[src/rtl/smac_pkg.sv]
// Shared definitions for the bit-serial MAC weight path.
//   par_sel_t   runtime precision selector (Pw/2, Pw-2, Pw; 2'b11 also means Pw)
//   ser_state_t serializer FSM state
//   prec_bits() decodes a selector into the number of serial bits per word
package smac_pkg;

    typedef enum logic [1:0] {
        PAR_HALF = 2'b00,
        PAR_M2   = 2'b01,
        PAR_FULL = 2'b10
    } par_sel_t;

    typedef enum logic {
        ST_IDLE  = 1'b0,
        ST_SHIFT = 1'b1
    } ser_state_t;

    // Number of bits per word at the selected precision; 2'b11 falls through to Pw.
    function automatic int unsigned prec_bits(input par_sel_t sel, input int unsigned pw);
        case (sel)
            PAR_HALF: prec_bits = pw / 2;
            PAR_M2:   prec_bits = pw - 2;
            default:  prec_bits = pw;
        endcase
    endfunction

endpackage

[src/rtl/weight_bit_serializer_shadow_buf.sv]
// ser_shadow_buf: one-entry holding register in front of the serializer shift register.
// Keeps the next weight word and the precision selector seen when it was accepted, so the
// serializer can move it into the shift register on the last bit of the active word.
//   clk, rst_n   clock, asynchronous active-low reset
//   clear        synchronous flush (empties the entry)
//   push         write push_data/push_sel (entry becomes full)
//   pop          entry consumed by the serializer (entry becomes empty)
//   full         entry holds a word
//   data, sel    stored word and its precision selector
module ser_shadow_buf
    import smac_pkg::*;
#(
    parameter int Pw = 8
) (
    input  logic          clk,
    input  logic          rst_n,
    input  logic          clear,
    input  logic          push,
    input  logic [Pw-1:0] push_data,
    input  logic [1:0]    push_sel,
    input  logic          pop,
    output logic          full,
    output logic [Pw-1:0] data,
    output logic [1:0]    sel
);

    logic          full_q, full_d;
    logic [Pw-1:0] data_q, data_d;
    logic [1:0]    sel_q,  sel_d;

    // NOTE: every signal assigned in always_comb gets a default first; a missing branch would
    // otherwise infer a latch.
    always_comb begin
        full_d = full_q;
        data_d = data_q;
        sel_d  = sel_q;
        if (clear) begin
            full_d = 1'b0;
        end else if (push) begin
            full_d = 1'b1;
            data_d = push_data;
            sel_d  = push_sel;
        end else if (pop) begin
            full_d = 1'b0;
        end
    end

    // NOTE: sequential state uses non-blocking assignments so every flop samples the
    // pre-edge value of its neighbours.
    always_ff @(posedge clk or negedge rst_n) begin
        if (!rst_n) begin
            full_q <= 1'b0;
        end else begin
            full_q <= full_d;
        end
    end

    // NOTE: the payload needs no reset; full_q qualifies it, so leaving it reset-free
    // keeps the data path free of reset fanout.
    always_ff @(posedge clk) begin
        data_q <= data_d;
        sel_q  <= sel_d;
    end

    assign full = full_q;
    assign data = data_q;
    assign sel  = sel_q;

endmodule

[src/rtl/weight_bit_serializer.sv]
// weight_bit_serializer: transmit side of the bit-serial weight path. Accepts Pw-bit weights
// over valid/ready and emits them LSB-first, one bit per clock, at the precision chosen by
// par_sel_Pw when the word enters the shift register. A one-word shadow buffer keeps
// back-to-back words gapless.
//   clk, rst_n      clock, asynchronous active-low reset
//   cnt_clear       synchronous flush of active word, shadow word and bit counter
//   par_sel_Pw      precision select: 00 Pw/2, 01 Pw-2, 10/11 Pw
//   w_valid/w_ready weight handshake, w_data two's complement in the low N bits
//   bit_out         current serial bit, bit_valid strobes it
//   bit_last        bit_out is the sign bit (bit N-1); bit_sign is an identical copy
//   busy            active word or shadow word held
module weight_bit_serializer
    import smac_pkg::*;
#(
    parameter int Pw = 8
) (
    input  logic          clk,
    input  logic          rst_n,
    input  logic          cnt_clear,
    input  logic [1:0]    par_sel_Pw,
    input  logic          w_valid,
    input  logic [Pw-1:0] w_data,
    output logic          w_ready,
    output logic          bit_out,
    output logic          bit_valid,
    output logic          bit_last,
    output logic          bit_sign,
    output logic          busy
);

    localparam int CW = $clog2(Pw) + 1;

    ser_state_t    state_q, state_d;
    logic [Pw-1:0] sreg_q,  sreg_d;
    logic [CW-1:0] cnt_q,   cnt_d;
    logic [CW-1:0] n_lat_q, n_lat_d;

    logic          shadow_full;
    logic [Pw-1:0] shadow_data;
    logic [1:0]    shadow_sel;

    logic active, at_last, accept, load_direct, push_shadow, pop_shadow;

    assign active  = (state_q == ST_SHIFT);
    assign at_last = active && (cnt_q == n_lat_q - CW'(1));
    assign w_ready = !shadow_full && !cnt_clear;
    assign accept  = w_valid && w_ready;

    // A word bypasses the shadow when the shift register is free at the next edge. With the
    // shadow full w_ready is low, so a shadow move and a direct load never coincide.
    assign load_direct = accept && (!active || at_last);
    assign push_shadow = accept && !load_direct;
    assign pop_shadow  = at_last && shadow_full && !cnt_clear;

    ser_shadow_buf #(.Pw(Pw)) u_shadow (
        .clk       (clk),
        .rst_n     (rst_n),
        .clear     (cnt_clear),
        .push      (push_shadow),
        .push_data (w_data),
        .push_sel  (par_sel_Pw),
        .pop       (pop_shadow),
        .full      (shadow_full),
        .data      (shadow_data),
        .sel       (shadow_sel)
    );

    always_comb begin
        state_d = state_q;
        sreg_d  = sreg_q;
        cnt_d   = cnt_q;
        n_lat_d = n_lat_q;
        if (cnt_clear) begin
            state_d = ST_IDLE;
            sreg_d  = '0;
            cnt_d   = '0;
        end else if (pop_shadow) begin
            state_d = ST_SHIFT;
            sreg_d  = shadow_data;
            cnt_d   = '0;
            n_lat_d = CW'(prec_bits(par_sel_t'(shadow_sel), Pw));
        end else if (load_direct) begin
            state_d = ST_SHIFT;
            sreg_d  = w_data;
            cnt_d   = '0;
            n_lat_d = CW'(prec_bits(par_sel_t'(par_sel_Pw), Pw));
        end else if (at_last) begin
            // Nothing queued: drop to IDLE with a quiet bit_out.
            state_d = ST_IDLE;
            sreg_d  = '0;
            cnt_d   = '0;
        end else if (active) begin
            sreg_d  = sreg_q >> 1;
            cnt_d   = cnt_q + CW'(1);
        end
    end

    always_ff @(posedge clk or negedge rst_n) begin
        if (!rst_n) begin
            state_q <= ST_IDLE;
            sreg_q  <= '0;
            cnt_q   <= '0;
            n_lat_q <= '0;
        end else begin
            state_q <= state_d;
            sreg_q  <= sreg_d;
            cnt_q   <= cnt_d;
            n_lat_q <= n_lat_d;
        end
    end

    assign bit_out   = sreg_q[0];
    assign bit_valid = active;
    assign bit_last  = at_last;
    assign bit_sign  = at_last;
    assign busy      = active || shadow_full;

endmodule
[config.mk]
export PLATFORM = sky130hd
export DESIGN_NAME = weight_bit_serializer
export DESIGN_NICKNAME = d
export VERILOG_FILES = /design/src/rtl/smac_pkg.sv /design/src/rtl/weight_bit_serializer_shadow_buf.sv /design/src/rtl/weight_bit_serializer.sv
export SDC_FILE = /design/constraint.sdc
export NUM_CORES = 1
export LEC_CHECK = 0
export CORE_MARGIN = 3
export CORE_UTILIZATION = 59
export CTS_CLUSTER_DIAMETER = 60
export DETAILED_ROUTE_END_ITERATION = 16
export PLACE_DENSITY = 0.89
export SLEW_MARGIN = 40
export SYNTH_ARGS = -nofsm -noshare
export SYNTH_HDL_FRONTEND = slang
export SYNTH_SLANG_ARGS = --single-unit
[constraint.sdc]
create_clock -name clk -period 5.2 [get_ports clk]
set_clock_uncertainty 0.1 [all_clocks]
set_input_delay 0.78 -clock clk [delete_from_list [all_inputs] [get_ports clk]]
set_output_delay 0.78 -clock clk [all_outputs]
set_load 0.01 [all_outputs]
## Word-level counts from Yosys, hierarchy flattened

Cells that the tools add are included.

| word-level totals | value |
|---|---|
| register bits | 28 |
| input bits | 14 |
| output and inout bits | 6 |
| word-level logic and storage cells | 55 |

| cells by class | value |
|---|---|
| add/subtract/negate cells | 2 |
| equal/unequal tests | 3 |
| multiplexer cells | 21 |
| bitwise operators | 1 |
| reductions and logical operators | 21 |

Operators by type and width:

| operator | count |
|---|---|
| $mux W8 | 5 |
| $mux W4 | 7 |
| $pmux W4 S2 | 2 |
| $logic_and A1 B1 Y1 | 7 |
| $mux W1 | 7 |
| $reduce_bool A5 Y1 | 1 |
| $add A4 B1 Y4 const B | 1 |
| $eq A2 B1 Y1 const B | 2 |
| $eq A4 B4 Y1 | 1 |
| $logic_not A1 Y1 | 4 |
| $logic_not A2 Y1 | 2 |
| $reduce_and A2 Y1 | 2 |
| $reduce_bool A4 Y1 | 1 |
| $sub A4 B1 Y4 const B | 1 |
| $reduce_bool A3 Y1 | 1 |
| $logic_or A1 B1 Y1 | 2 |
| $reduce_bool A2 Y1 | 1 |
| $not A1 Y1 | 1 |

## Longest topological paths before layout

Gate-level depths: netlist of run 1.

| logic depth | value |
|---|---|
| depth in word-level cells | 9 |
| gate-level depth with buffers | 7 |
| gate-level depth less buffers | 6 |

## Modules after synthesis

Synthesis of run 1 repeated with hierarchy kept, for this count alone.

| unflattened totals | value |
|---|---|
| cell total of the unflattened synthesis | 137 |
| area total of the unflattened synthesis | 1496.4 um^2 |

By module, submodules not included:

| module | times used | cells an instance | area an instance (um^2) | seq. area each (um^2) |
|---|---|---|---|---|
| weight_bit_serializer | 1 | 122 | 1148.6 | 400.4 |
| ser_shadow_buf | 1 | 15 | 347.8 | 325.3 |

## Least setup slack after synthesis of run 1

No wires, ideal clock.

| timing path | value |
|---|---|
| path kind | register -> output |
| start | register n_lat_q[1] |
| end | output bit_sign |
| arrival time | 1.700 ns |
| required time | 4.320 ns |
| path slack | 2.620 ns |
| stages on the path, launching flop included | 8 |
| buffers on the path | 2 |
| path through | dfrtp_1 inv_1 ha_1 xor2_1 nand4_1 clkbuf_8 nor2_1 buf_4 |

| on the way | value |
|---|---|
| longest elaborated chain between the ends | 3 |

Ends and longest elaborated chain:

| what | line | text |
|---|---|---|
| start: declaration | weight_bit_serializer.sv:36 | `logic [CW-1:0] n_lat_q, n_lat_d;` |
| start signal: assignment | weight_bit_serializer.sv:108 | `n_lat_q <= n_lat_d;` |
| $sub A4 B1 Y4 | weight_bit_serializer.sv:45 | `assign at_last = active && (cnt_q == n_lat_q - CW'(1));` |
| $eq A4 B4 Y1 | weight_bit_serializer.sv:45 |  |
| $logic_and A1 B1 Y1 | weight_bit_serializer.sv:45 |  |
| end: declaration | weight_bit_serializer.sv:27 | `output logic bit_sign,` |

Every way passes these cells.

## Final worst setup path of run 1

Ends and elaborated chain as after synthesis.

==> impl_metrics.env, run 1 <==
export IMPL_yosys_cell_count_top_type="sky130_fd_sc_hd__dfrtp_1"
export IMPL_leakagePower_nw=0.690
export IMPL_regToRegStartpoint="bit_valid$_DFFE_PN0P_"
export IMPL_post_route_min_period_ns=3.30
export IMPL_clk_root_buffer_cell="sky130_fd_sc_hd__clkbuf_4"
export IMPL_detail_route_wl_per_cell_um=18.3
export IMPL_final_layout_size_suffix_gt1_frac=0.112
export IMPL_grt_pass1_vias=1302
export IMPL_floorplan_initialDensity=0.646
export IMPL_yosys_warnings=0
export IMPL_grt_antenna_before_repair=0
export IMPL_critical_path_arrival_ns=2.42
export IMPL_die_height_um=59.3
export IMPL_worstSetupPathType="reg -> out"
export IMPL_antenna_left=0
export IMPL_final_setup_tns_ns=0
export IMPL_globalplace_congestion=0.830
export IMPL_number_of_enable_type_register_cells_in_the_synthesized_netlist=10
export IMPL_syn_area_per_cell_um2=10.5
export IMPL_die_area_um2=3510
export IMPL_maximum_number_of_pins_on_one_net_before_global_route_repair=29
export IMPL_crit_path_max_fanout=23
export IMPL_grt_ovfl_total=0
export IMPL_antenna_cells=0
export IMPL_numCtsBuffers=3
export IMPL_met3RoutedLength_um=260
export IMPL_post_drt_via_cell_ratio=6.63
export IMPL_r2r_slack_ns=2.57
export IMPL_synth_top_cells_by_count="17 x sky130_fd_sc_hd__dfrtp_1, 14 x sky130_fd_sc_hd__nand2_1, 12 x sky130_fd_sc_hd__mux2i_1"
export IMPL_async_flop_share=0.630
export IMPL_synth_area_um2=1670
export IMPL_insertion_delay_ns=0.32
export IMPL_core_rowCount=18
export IMPL_routed_wl_mm=3.66
export IMPL_synth_cells=159
export IMPL_cts_reportedPaths_clkPinSlew_ns=0.14
export IMPL_final_net_count=187
export IMPL_io_pin_count=20
export IMPL_drt_met1_wl_mm=1.60
export IMPL_timing_reg2reg_worst_path_depth=4
export IMPL_synthesis_nets=175
export IMPL_port_buffers=19
export IMPL_detailroute_wirelength_met2_mm=1.75
export IMPL_maxClockFrequency_ghz=0.303
export IMPL_slew_limit_headroom=0.442
export IMPL_final_period_utilization=0.634
export IMPL_unrepaired_setup_endpoints_after_global_routing="no"
export IMPL_post_cts_setup_buffer_count=0
export IMPL_via_count=1325
export IMPL_final_hold_worst_slack_ns=0.260
export IMPL_fin_util=0.701
export IMPL_dpl_instance_area_um2=1790
export IMPL_drt_first_pass_iters=4
export IMPL_highest_signal_layer="met4"
export IMPL_max_cap_viol_count=0
export IMPL_clock_sinks=27
export IMPL_drt_iter0_markers=103
export IMPL_grt_first_pass_wirelength_mm=6.08
export IMPL_synth_ff_type="sky130_fd_sc_hd__dfrtp_1"
export IMPL_cts_htree_levels=1
export IMPL_synth_yosys_seq_area_share=0.433
export IMPL_postCtsResizedCells=0
export IMPL_layout_area_overhead_vs_synth_pct=8.52
export IMPL_run_status="complete, no violations"
export IMPL_post_place_cells=196
export IMPL_area_of_all_placed_cells_without_fillers_um2=1820
export IMPL_setup_viol=0
export IMPL_worstSetupStartpoint="n_lat_q[1]$_DFFE_PN0P_"
export IMPL_timing_hold_violations_final=0
export IMPL_worstSetupStartpointType="register"
export IMPL_die_w_um=59.3
export IMPL_timing_worst_slew_pin_value_ns=0.836
export IMPL_netlist_top_cells_area="sky130_fd_sc_hd__dfrtp_1 25%, sky130_fd_sc_hd__edfxtp_1 18%, sky130_fd_sc_hd__mux2i_1 7.2%"
export IMPL_clock_tree_from_tritoncts="done"
export IMPL_maxSlewViolCount=0
export IMPL_r2r_end="sreg_q[3]$_DFFE_PN0P_"
export IMPL_power_per_cell_area_nw_per_um2=244
export IMPL_cts_max_path_buffers=2
export IMPL_critical_path_capture_point_type="output pin"
export IMPL_worst_hold_path_type="in -> async"
export IMPL_instances_no_fill=200
export IMPL_remaining_drc_errors=0
export IMPL_critPathRequiredTime_ns=4.32
export IMPL_max_vdd_ir_drop_mv=0.217
export IMPL_synthDominantAreaCellType="sky130_fd_sc_hd__dfrtp_1"
export IMPL_area_share_of_the_largest_cell_type_after_synthesis=0.254
export IMPL_track_usage=0.229
export IMPL_dp_hpwl_mm=2.52
export IMPL_ctsHoldBuffers=0
export IMPL_netlist_cell_type_count=42
export IMPL_flop_and_latch_count_out_of_synthesis=27
export IMPL_core_area_um2=2590
layer usage:
layer  vias to the layer above  global-route usage
met2                        64               0.370
met3                         7              0.0392
met1                       630               0.305
met5                         -                   0
li1                        624                   -
met4                         0              0.0874
worst max path at each step:
| stage | end | slack (ns) |
|---|---|---|
| finish | bit_sign | 1.90 |
| global route | bit_last | 1.76 |
| CTS | bit_sign | 1.88 |
| detailed placement | w_ready | 1.97 |
| global placement | w_ready | 1.98 |
| floorplan | bit_sign | 2.62 |
layout make-up:
| class | instances | area (um2) |
|---|---|---|
| clock buffers | 4 | 26.3 |
| fillers | 198 | 773 |
| inverters | 4 | 15.0 |
| multi-input cells | 114 | 812 |
| flip-flops and latches | 27 | 726 |
| well taps | 30 | 37.5 |
| repair buffers | 21 | 200 |
sequential cells by signal, summed over array words and instances (netlist names):
| name | count |
|---|---|
| bit_valid | 1 |
| n_lat_q | 3 |
| u_shadow.full | 1 |
| u_shadow.sel | 2 |
| sreg_q | 8 |
| u_shadow.data | 8 |
| cnt_q | 4 |
placed cells by master, fill, tap and decap left out, types with 4 or more instances in the layout:
cell type                         Yosys  final
sky130_fd_sc_hd__inv_1                4      4
sky130_fd_sc_hd__o32ai_1              5      5
sky130_fd_sc_hd__nand3_1              4      4
sky130_fd_sc_hd__o22a_2               5      5
sky130_fd_sc_hd__or3_1                5      5
sky130_fd_sc_hd__edfxtp_1            10     10
sky130_fd_sc_hd__nor2_1               7      7
sky130_fd_sc_hd__nand2_1             14     14
sky130_fd_sc_hd__mux2i_1             12     12
sky130_fd_sc_hd__a31oi_1              8      8
sky130_fd_sc_hd__clkdlybuf4s50_1      0     18
sky130_fd_sc_hd__a21oi_1             11     11
sky130_fd_sc_hd__dfrtp_1             17     17
sky130_fd_sc_hd__and3_1               5      5
metrics by stage:
step                      worst slack, ns  power (mW)
after floorplan                      2.62       0.327
final                                1.90       0.443
after detailed placement             1.97       0.357
after global placement               1.98       0.352
after CTS                            1.88       0.447
after global routing                 1.76       0.465
worst max-delay path, stage by stage (launching register included):
cell and delay (ns):
sky130_fd_sc_hd__dfrtp_1 0.40, sky130_fd_sc_hd__inv_1 0.07, sky130_fd_sc_hd__ha_1 0.30, sky130_fd_sc_hd__xor2_1 0.22
sky130_fd_sc_hd__nand4_1 0.13, sky130_fd_sc_hd__buf_4 0.23, sky130_fd_sc_hd__nor2_1 0.18, sky130_fd_sc_hd__clkdlybuf4s50_1 0.57
where the power goes:
part | switching (mW) | total [mW] | leakage (nW) | internal, mW
logic | 0.0551 | 0.104 | 0.356 | 0.0488
registers | 0.0157 | 0.249 | 0.319 | 0.234
clock network | 0.0598 | 0.0899 | 0.0150 | 0.0301
cells by family after synthesis:
| kind of cell | share of synthesized area |
|---|---|
| AND/OR/NAND/NOR | 0.175 |
| AO/OA/AOI/OAI | 0.185 |
| flip-flops | 0.433 |
| buffers and inverters | 0.0830 |
| multiplexers | 0.0852 |
| XOR/XNOR | 0.0239 |
| adder cells (fa/ha/maj) | 0.0149 |
(Power assumes the default switching activity.)
==> run 2, diff against run 1 <==
--- a/config.mk
+++ b/config.mk
@@ -6,10 +6,10 @@
 export NUM_CORES = 1
 export LEC_CHECK = 0
 export CORE_MARGIN = 3
-export CORE_UTILIZATION = 59
+export CORE_UTILIZATION = 55
 export CTS_CLUSTER_DIAMETER = 60
 export DETAILED_ROUTE_END_ITERATION = 16
-export PLACE_DENSITY = 0.89
+export PLACE_DENSITY = 0.84
 export SLEW_MARGIN = 40
 export SYNTH_ARGS = -nofsm -noshare
 export SYNTH_HDL_FRONTEND = slang
==> constraint.sdc (replaced) <==
create_clock -name clk -period 3.4 [get_ports clk]
set_clock_uncertainty 0.1 [all_clocks]
set_input_delay 0.51 -clock clk [delete_from_list [all_inputs] [get_ports clk]]
set_output_delay 0.51 -clock clk [all_outputs]
set_load 0.01 [all_outputs]
==> impl_metrics.env, run 2 (synthesis results as in run 1) <==
export IMPL_detail_route_wl_per_cell_um=18.4
export IMPL_dp_hpwl_mm=2.58
export IMPL_critical_path_capture_point_type="output pin"
export IMPL_timing_hold_violations_final=0
export IMPL_critPathRequiredTime_ns=2.79
export IMPL_via_count=1349
export IMPL_layout_commonest_cell="sky130_fd_sc_hd__clkdlybuf4s50_1"
export IMPL_postCtsResizedCells=0
export IMPL_cts_max_path_buffers=2
export IMPL_final_setup_tns_ns=0
export IMPL_worstSetupPathType="reg -> out"
export IMPL_regToRegStartpoint="n_lat_q[1]$_DFFE_PN0P_"
export IMPL_maximum_number_of_pins_on_one_net_before_global_route_repair=28
export IMPL_track_usage=0.228
export IMPL_remaining_drc_errors=0
export IMPL_power_per_cell_area_nw_per_um2=372
export IMPL_crit_path_max_fanout=3
export IMPL_layout_area_overhead_vs_synth_pct=10.8
export IMPL_ctsHoldBuffers=0
export IMPL_power_switching_uw=208
export IMPL_grt_pass1_vias=1255
export IMPL_worst_hold_path_type="reg -> reg"
export IMPL_antenna_left=0
export IMPL_min_from="n_lat_q[2]$_DFFE_PN0P_"
export IMPL_maxClockFrequency_ghz=0.342
export IMPL_comb_power_share=0.252
export IMPL_floorplan_initialDensity=0.592
export IMPL_post_drt_via_cell_ratio=6.55
export IMPL_globalplace_congestion=0.828
export IMPL_power_sequential_fraction=0.541
export IMPL_post_cts_setup_buffer_count=0
export IMPL_die_height_um=61.2
export IMPL_clock_tree_from_tritoncts="done"
export IMPL_core_area_um2=2830
export IMPL_grt_antenna_before_repair=0
export IMPL_unrepaired_setup_endpoints_after_global_routing="no"
export IMPL_fin_util=0.656
export IMPL_die_area_um2=3740
export IMPL_run_status="complete, no violations"
export IMPL_clk_root_buffer_cell="sky130_fd_sc_hd__clkbuf_4"
export IMPL_grt_ovfl_total=0
export IMPL_insertion_delay_ns=0.33
export IMPL_antenna_cells=0
export IMPL_grt_first_pass_wirelength_mm=6.31
export IMPL_swShare=0.301
export IMPL_clock_sinks=27
export IMPL_numCtsBuffers=3
export IMPL_worstSetupStartpoint="n_lat_q[1]$_DFFE_PN0P_"
export IMPL_number_of_filler_cells_placed_in_the_layout=232
export IMPL_drt_first_pass_iters=4
export IMPL_final_net_count=192
export IMPL_core_rowCount=19
export IMPL_max_cap_viol_count=0
export IMPL_routed_wl_mm=3.79
export IMPL_p_int_uw=483
export IMPL_most_common_layout_cells="18 x sky130_fd_sc_hd__clkdlybuf4s50_1, 17 x sky130_fd_sc_hd__dfrtp_1, 14 x sky130_fd_sc_hd__nand2_1"
export IMPL_post_route_min_period_ns=2.92
export IMPL_design_power_total_uw=691
export IMPL_io_pin_count=20
export IMPL_timing_worst_slew_pin_value_ns=0.783
export IMPL_leakagePower_nw=0.712
export IMPL_port_buffers=19
export IMPL_cts_reportedPaths_clkPinSlew_ns=0.14
export IMPL_maxSlewViolCount=0
export IMPL_clock_power_share=0.207
export IMPL_final_layout_size_suffix_gt1_frac=0.126
export IMPL_setup_viol=0
export IMPL_max_vdd_ir_drop_mv=0.253
export IMPL_critical_path_arrival_ns=2.31
export IMPL_drt_iter0_markers=136
export IMPL_slew_limit_headroom=0.478
export IMPL_final_period_utilization=0.860
export IMPL_cts_htree_levels=1
export IMPL_die_w_um=61.2
export IMPL_worstSetupStartpointType="register"
## run 2: power by group through the flow
stage | Clock [mW] | Combinational, mW | Sequential (mW)
floorplan | 0 | 0.124 | 0.376
global placement | 0 | 0.165 | 0.379
detailed placement | 0 | 0.172 | 0.380
CTS | 0.145 | 0.173 | 0.373
global route | 0.159 | 0.191 | 0.376
finish | 0.143 | 0.174 | 0.374
## run 2: per-layer routing
| metal | vias to the layer above | GRT usage | share of wire |
|---|---|---|---|
| li1 | 639 | - | - |
| met1 | 655 | 0.328 | 0.45 |
| met2 | 51 | 0.344 | 0.48 |
| met3 | 4 | 0.0377 | 0.060 |
| met4 | 0 | 0.0836 | 0.013 |
| met5 | - | 0 | 0 |
## run 2: worst paths after layout
kind                                          end  slack [ns]  cells past startpoint
setup / recovery                         bit_sign        0.48                      6
hold / removal             n_lat_q[2]$_DFFE_PN0P_        0.44                      1
setup reg to reg           n_lat_q[2]$_DFFE_PN0P_        0.95                      7
hold reg to reg            n_lat_q[2]$_DFFE_PN0P_        0.44                      1
max in group asynchronous    cnt_q[2]$_DFFE_PN0P_        2.39                      2
min in group asynchronous   sreg_q[4]$_DFFE_PN0P_        0.52                      2
## run 2: area by class of cell
class	count	area [um2]	share of cell area
multi-input combinational	114	810	0.436
sequential	27	726	0.391
timing repair buffer	26	240	0.129
tap	31	38.8	0.0209
clock buffer	4	26.3	0.0142
inverter	4	15.0	0.00809
## run 2: worst max-delay path, cell delays in order, from the launching register on
cell and delay [ns]:
sky130_fd_sc_hd__dfrtp_1 0.39, sky130_fd_sc_hd__inv_1 0.07, sky130_fd_sc_hd__ha_1 0.30, sky130_fd_sc_hd__xor2_1 0.23, sky130_fd_sc_hd__nand4_1 0.18, sky130_fd_sc_hd__nor2_1 0.22
sky130_fd_sc_hd__clkdlybuf4s50_1 0.58
## run 2: through the flow
| stage | setup WS (ns) | hold slack, ns | cell area [um2] | instances |
|---|---|---|---|---|
| CTS | 0.444 | 0.440 | 1850 | 205 |
| floorplan | 0.899 | 0.114 | 1670 | 159 |
| detailed placement | 0.728 | 0.407 | 1820 | 201 |
| global route | 0.318 | 0.443 | 1860 | 206 |
| global placement | 0.849 | 0.391 | 1820 | 201 |
| finish | 0.477 | 0.438 | 1860 | 206 |
